`config.mk`:
```
export PLATFORM = sky130hd
export DESIGN_NAME = btn_reader
export DESIGN_NICKNAME = d
export VERILOG_FILES = /design/src/rtl/btn_pkg.sv /design/src/rtl/btn_debounce_ch.sv /design/src/rtl/btn_reader.sv
export SDC_FILE = /design/constraint.sdc
export NUM_CORES = 1
export LEC_CHECK = 0
export CAP_MARGIN = 10
export CORE_UTILIZATION = 47
export CTS_BUF_LIST = sky130_fd_sc_hd__clkbuf_16
export DETAILED_ROUTE_END_ITERATION = 10
export PLACE_DENSITY = 0.69
export REMOVE_ABC_BUFFERS = 1
export SYNTH_ARGS = -nofsm -noshare
export SYNTH_HDL_FRONTEND = slang
export SYNTH_SLANG_ARGS = --single-unit
```
`constraint.sdc`:
```
create_clock -name clk -period 3.98 [get_ports clk]
set_input_delay 0.796 -clock clk [delete_from_list [all_inputs] [get_ports clk]]
set_output_delay 0.796 -clock clk [all_outputs]
set_load 0.005 [all_outputs]
```
`src/rtl/btn_pkg.sv`:
```
// Shared defaults, counter sizing and the per-channel output bundle for the
// button reader.
package btn_pkg;

  localparam int NUM_BTN_DEF         = 4;
  localparam int DEBOUNCE_CYCLES_DEF = 1000000;

  // Ceiling log2 with a floor of 1 bit, so a count of DEBOUNCE_CYCLES-1 always fits.
  function automatic int cnt_width(input int cycles);
    int w;
    w = 1;
    for (int i = 1; i < 31; i++)
      if ((1 << i) < cycles) w = i + 1;
    return w;
  endfunction

  typedef struct packed {
    logic state;
    logic press;
    logic rel;
    logic led;
  } ch_out_t;

endpackage

```
`src/rtl/btn_debounce_ch.sv`:
```
// One button channel: two-flop synchronizer, saturating debounce counter,
// debounced level, edge pulses and press-toggled LED, all registered.
module btn_debounce_ch
  import btn_pkg::*;
#(
  parameter int DEBOUNCE_CYCLES = DEBOUNCE_CYCLES_DEF
) (
  input  logic    clk,
  input  logic    rst,
  input  logic    btn,
  output ch_out_t out
);

  localparam int             CW      = cnt_width(DEBOUNCE_CYCLES);
  localparam logic [CW-1:0]  CNT_MAX = CW'(DEBOUNCE_CYCLES - 1);

  logic          sync1, sync2;
  logic [CW-1:0] cnt;
  logic          state, press, rel, led;

  always_ff @(posedge clk or posedge rst) begin
    if (rst) begin
      sync1 <= 1'b0;
      sync2 <= 1'b0;
      cnt   <= '0;
      state <= 1'b0;
      press <= 1'b0;
      rel   <= 1'b0;
      led   <= 1'b0;
    end else begin
      sync1 <= btn;
      sync2 <= sync1;
      press <= 1'b0;
      rel   <= 1'b0;
      // Any return to the accepted level discards the partial count.
      if (sync2 == state) begin
        cnt <= '0;
      end else if (cnt == CNT_MAX) begin
        cnt   <= '0;
        state <= sync2;
        press <= sync2;
        rel   <= ~sync2;
        if (sync2) led <= ~led;
      end else begin
        cnt <= cnt + 1'b1;
      end
    end
  end

  assign out = '{state: state, press: press, rel: rel, led: led};

endmodule

```
`src/rtl/btn_reader.sv`:
```
// Array of independent debounced push-button channels with press/release
// pulses and a per-channel toggle LED.
module btn_reader
  import btn_pkg::*;
#(
  parameter int NUM_BTN         = NUM_BTN_DEF,
  parameter int DEBOUNCE_CYCLES = DEBOUNCE_CYCLES_DEF
) (
  input  logic               clk,
  input  logic               rst,
  input  logic [NUM_BTN-1:0] btn,
  output logic [NUM_BTN-1:0] btn_state,
  output logic [NUM_BTN-1:0] btn_press,
  output logic [NUM_BTN-1:0] btn_release,
  output logic [NUM_BTN-1:0] led
);

  ch_out_t [NUM_BTN-1:0] ch_out;

  for (genvar g = 0; g < NUM_BTN; g++) begin : g_ch
    btn_debounce_ch #(
      .DEBOUNCE_CYCLES(DEBOUNCE_CYCLES)
    ) u_ch (
      .clk (clk),
      .rst (rst),
      .btn (btn[g]),
      .out (ch_out[g])
    );

    assign btn_state[g]   = ch_out[g].state;
    assign btn_press[g]   = ch_out[g].press;
    assign btn_release[g] = ch_out[g].rel;
    assign led[g]         = ch_out[g].led;
  end

endmodule

```
==> key figures <==
Route
  • Detailed Routing Iterations Pass 1: 5
  • Via density per instance: 5.43
  • Total Wirelength: 8530 microns
  • Avg WL per Cell: 13.3 microns
  • Drt first-iter violations: 85
  • Detail Route Antenna Nets: 0
  • Vias post-DR: 3489
  • # DRC: 0

Power
  • VDD IR max: 0.000291 V
  • Pleak: 2.22 nW
  • Power per Cell Area: 369 mW/mm^2

Finish
  • Post-layout instance area: 0.00553 sq mm
  • # diodes: 0
  • Area growth, synth to finish: 11.4%
  • Share of cells above drive strength 1: 7.51%
  • Final net count: 511

Clocking
  • CTS H-tree depth: 3
  • CTS max path bufs: 2
  • CTS Buf Count: 9
  • Post CTS Setup Buffer Count: 0
  • Cts hold-fix bufs: 0
  • Clk sink count: 104
  • Root buf cell: clkbuf_16
  • Clk pin slew, worst setup/hold paths: 0.07 ns
  • CTS resizes: 0
  • CTS tree: done
  • Worst-skew pair later-pin latency: 0.35 ns

Flow run
  • Total of max-cap violations: 0

Logic synthesis
  • EDFF count, synth: 0
  • Yosys reg bits: 104
  • Number of library cell types mapped by synthesis: 42
  • Area leader, netlist: dfrtp_1
  • Cell Area, Synth: 0.00496 sq mm
  • Sequential share of the synthesized area: 52.4%
  • Async SR Flop Fraction: 100%
  • Syn_area_per_cell: 10.1 sq um
  • Top area cells in the synthesized netlist: dfrtp_1, xnor2_1, nor2_1
  • Yosys top cell area share: 52.4%
  • Ys flop type: dfrtp_1
  • Synth warnings: 0
  • Commonest cells in the netlist: dfrtp_1, nor2_1, nand3_1
  • Mapped Cells: 491
  • Most frequent cell after synthesis: dfrtp_1

Setup path
  • CP Class: reg -> reg
  • R2r worst-path depth: 4
  • WP data arrival: 2.46 ns
  • Crit-path max FO: 18
  • CP delay by family, top: compound AO/OA/AOI/OAI gates
  • WP data required: 4.16 ns
  • Worst path bufs/invs: 0
  • Max stage delay on crit path: 0.94 ns
  • CP Cell Sequence: nor4_1, nand4_1, o21ai_1, nor2_1
  • Slowest-stage cell, CP: o21ai_1
  • Cell depth of the worst setup path: 4
  • Startpoint types: register
  • Critical path capture point type: register

Timing
  • Final Max Tran Viols: 0
  • Worst-Margin Slew: 1.19 ns
  • Maximum clock frequency: 439 MHz
  • Final Setup Violations: 0
  • Ratio of final minimum period to clock period: 57.2%
  • Crit path time final: 2.28 ns
  • Sum Neg Setup Slack: 0 ns
  • Post-route clock skew: 0.00529 ns
  • Fin. Hold Viols: 0
  • Max-slew headroom: 20.3%
  • RSZ-0062 raised after global routing: no

Floorplanning
  • Die X-Extent: 105 microns
  • # IOs: 22
  • Die Y: 105 microns
  • Starting density of the core: 48.3%
  • Core area: 0.0103 sq mm
  • Std-Cell Rows: 37
  • DIE AREA: 0.0110 sq mm

Global route
  • Vias in the first global route: 3351
  • Largest net degree at the start of global routing: 62
  • First-pass GRT wire length: 15200 microns
  • Initial antenna violation count: 0
  • Tot GR Track Use: 17.2%
  • GRT Residual Overflow: 0

Placement
  • Port buffer count: 21
  • HPWL after detailed placement: 5840 microns
  • Routability cong.: 0.793
  • Area after DPL: 0.00523 sq mm

Worst hold path
  • Hold/Removal Path Class: reg -> reg
  • Worst hold path depth: 0

Run status
  • Outcome: completed
## stage by stage
step	hold slack, ns	util [%]	instances	total power, mW	setup slack, ns
final	0.349	53.8	642	2.04	1.70
after global routing	0.357	53.8	642	2.12	1.47
after CTS	0.350	53.8	642	2.07	1.69
after detailed placement	0.335	50.8	626	1.17	1.70
after global placement	0.332	50.8	626	1.17	1.75
after floorplan	0.331	-	465	1.14	0.452
## registers in the layout, summed over array words and instances (netlist names)
name             flops
g_ch.u_ch.cnt       80
g_ch.u_ch.led        4
g_ch.u_ch.press      4
g_ch.u_ch.rel        4
g_ch.u_ch.state      4
g_ch.u_ch.sync1      4
g_ch.u_ch.sync2      4
## final timing paths
check                                     startpoint                  end  slack (ns)
max in group asynchronous                        rst  g_ch[3].u_ch.cnt[7]        2.42
worst max-delay path            g_ch[1].u_ch.cnt[12]  g_ch[1].u_ch.cnt[2]        1.70
worst max register to register  g_ch[1].u_ch.cnt[12]  g_ch[1].u_ch.cnt[2]        1.70
worst min register to register    g_ch[2].u_ch.sync1   g_ch[2].u_ch.sync2        0.35
worst min-delay path              g_ch[2].u_ch.sync1   g_ch[2].u_ch.sync2        0.35
min in group asynchronous                        rst  g_ch[2].u_ch.cnt[0]        0.86
## worst reg2reg max path, cell delays in order, from the launching register on
cell     delay (ns)
dfrtp_1        0.45
nor4_1         0.40
nand4_1        0.18
o21ai_1        0.94
nor2_1         0.13
## kinds of logic after synthesis
kind of cell | synth area share (%)
buffers and inverters | 4.26
AOI/OAI and AO/OA | 6.58
adders and majority gates | 1.01
DFF | 52.4
muxes | 0.681
xor gates and xnor gates | 9.35
and+or+nand+nor | 25.7
## report_power, final
part / switching (mW) / internal, mW / total [mW] / leakage [nW]
Clock: 0.396 / 0.494 / 0.890 / 0.148
Sequential: 0.0151 / 1.07 / 1.09 / 1.42
Combinational: 0.0435 / 0.0200 / 0.0635 / 0.648
## area by class of cell
| class | instances | area [sq um] |
|---|---|---|
| tap | 136 | 170 |
| clock buffer | 9 | 225 |
| clock inverter | 7 | 77.6 |
| inverter | 13 | 51.3 |
| sequential | 104 | 2600 |
| fill | 922 | 4750 |
| multi-input combinational | 348 | 2150 |
| timing repair buffer | 25 | 253 |
## routing by layer
layer / track usage, % / share of wire [%] / up-vias
met5: 0 / 0 / -
met4: 5.94 / 0.69 / 0
met3: 4.55 / 3.7 / 5
met2: 27.4 / 48 / 43
met1: 22.8 / 47 / 1705
li1: - / - / 1736
## placed cells by master (no fill, tap or decap), types with 3 or more instances in the layout
| master | count |
|---|---|
| and2_1 | 4 |
| inv_1 | 12 |
| o21ai_0 | 23 |
| nor3_1 | 13 |
| inv_6 | 3 |
| or3_2 | 4 |
| nand4_1 | 15 |
| nand2b_1 | 3 |
| o21ai_1 | 3 |
| xnor2_1 | 30 |
| nor4_1 | 10 |
| or4b_1 | 3 |
| or4_1 | 10 |
| xor2_1 | 23 |
| a21oi_1 | 26 |
| or3_1 | 19 |
| clkbuf_16 | 9 |
| buf_4 | 3 |
| nor4b_1 | 4 |
| nand3_1 | 35 |
| mux2_2 | 3 |
| ha_1 | 4 |
| nand2_1 | 24 |
| o31ai_1 | 6 |
| and3_1 | 12 |
| and4_1 | 3 |
| clkdlybuf4s50_1 | 21 |
| nor2_1 | 54 |
| dfrtp_1 | 104 |
Power figures use the tool's default switching activity.
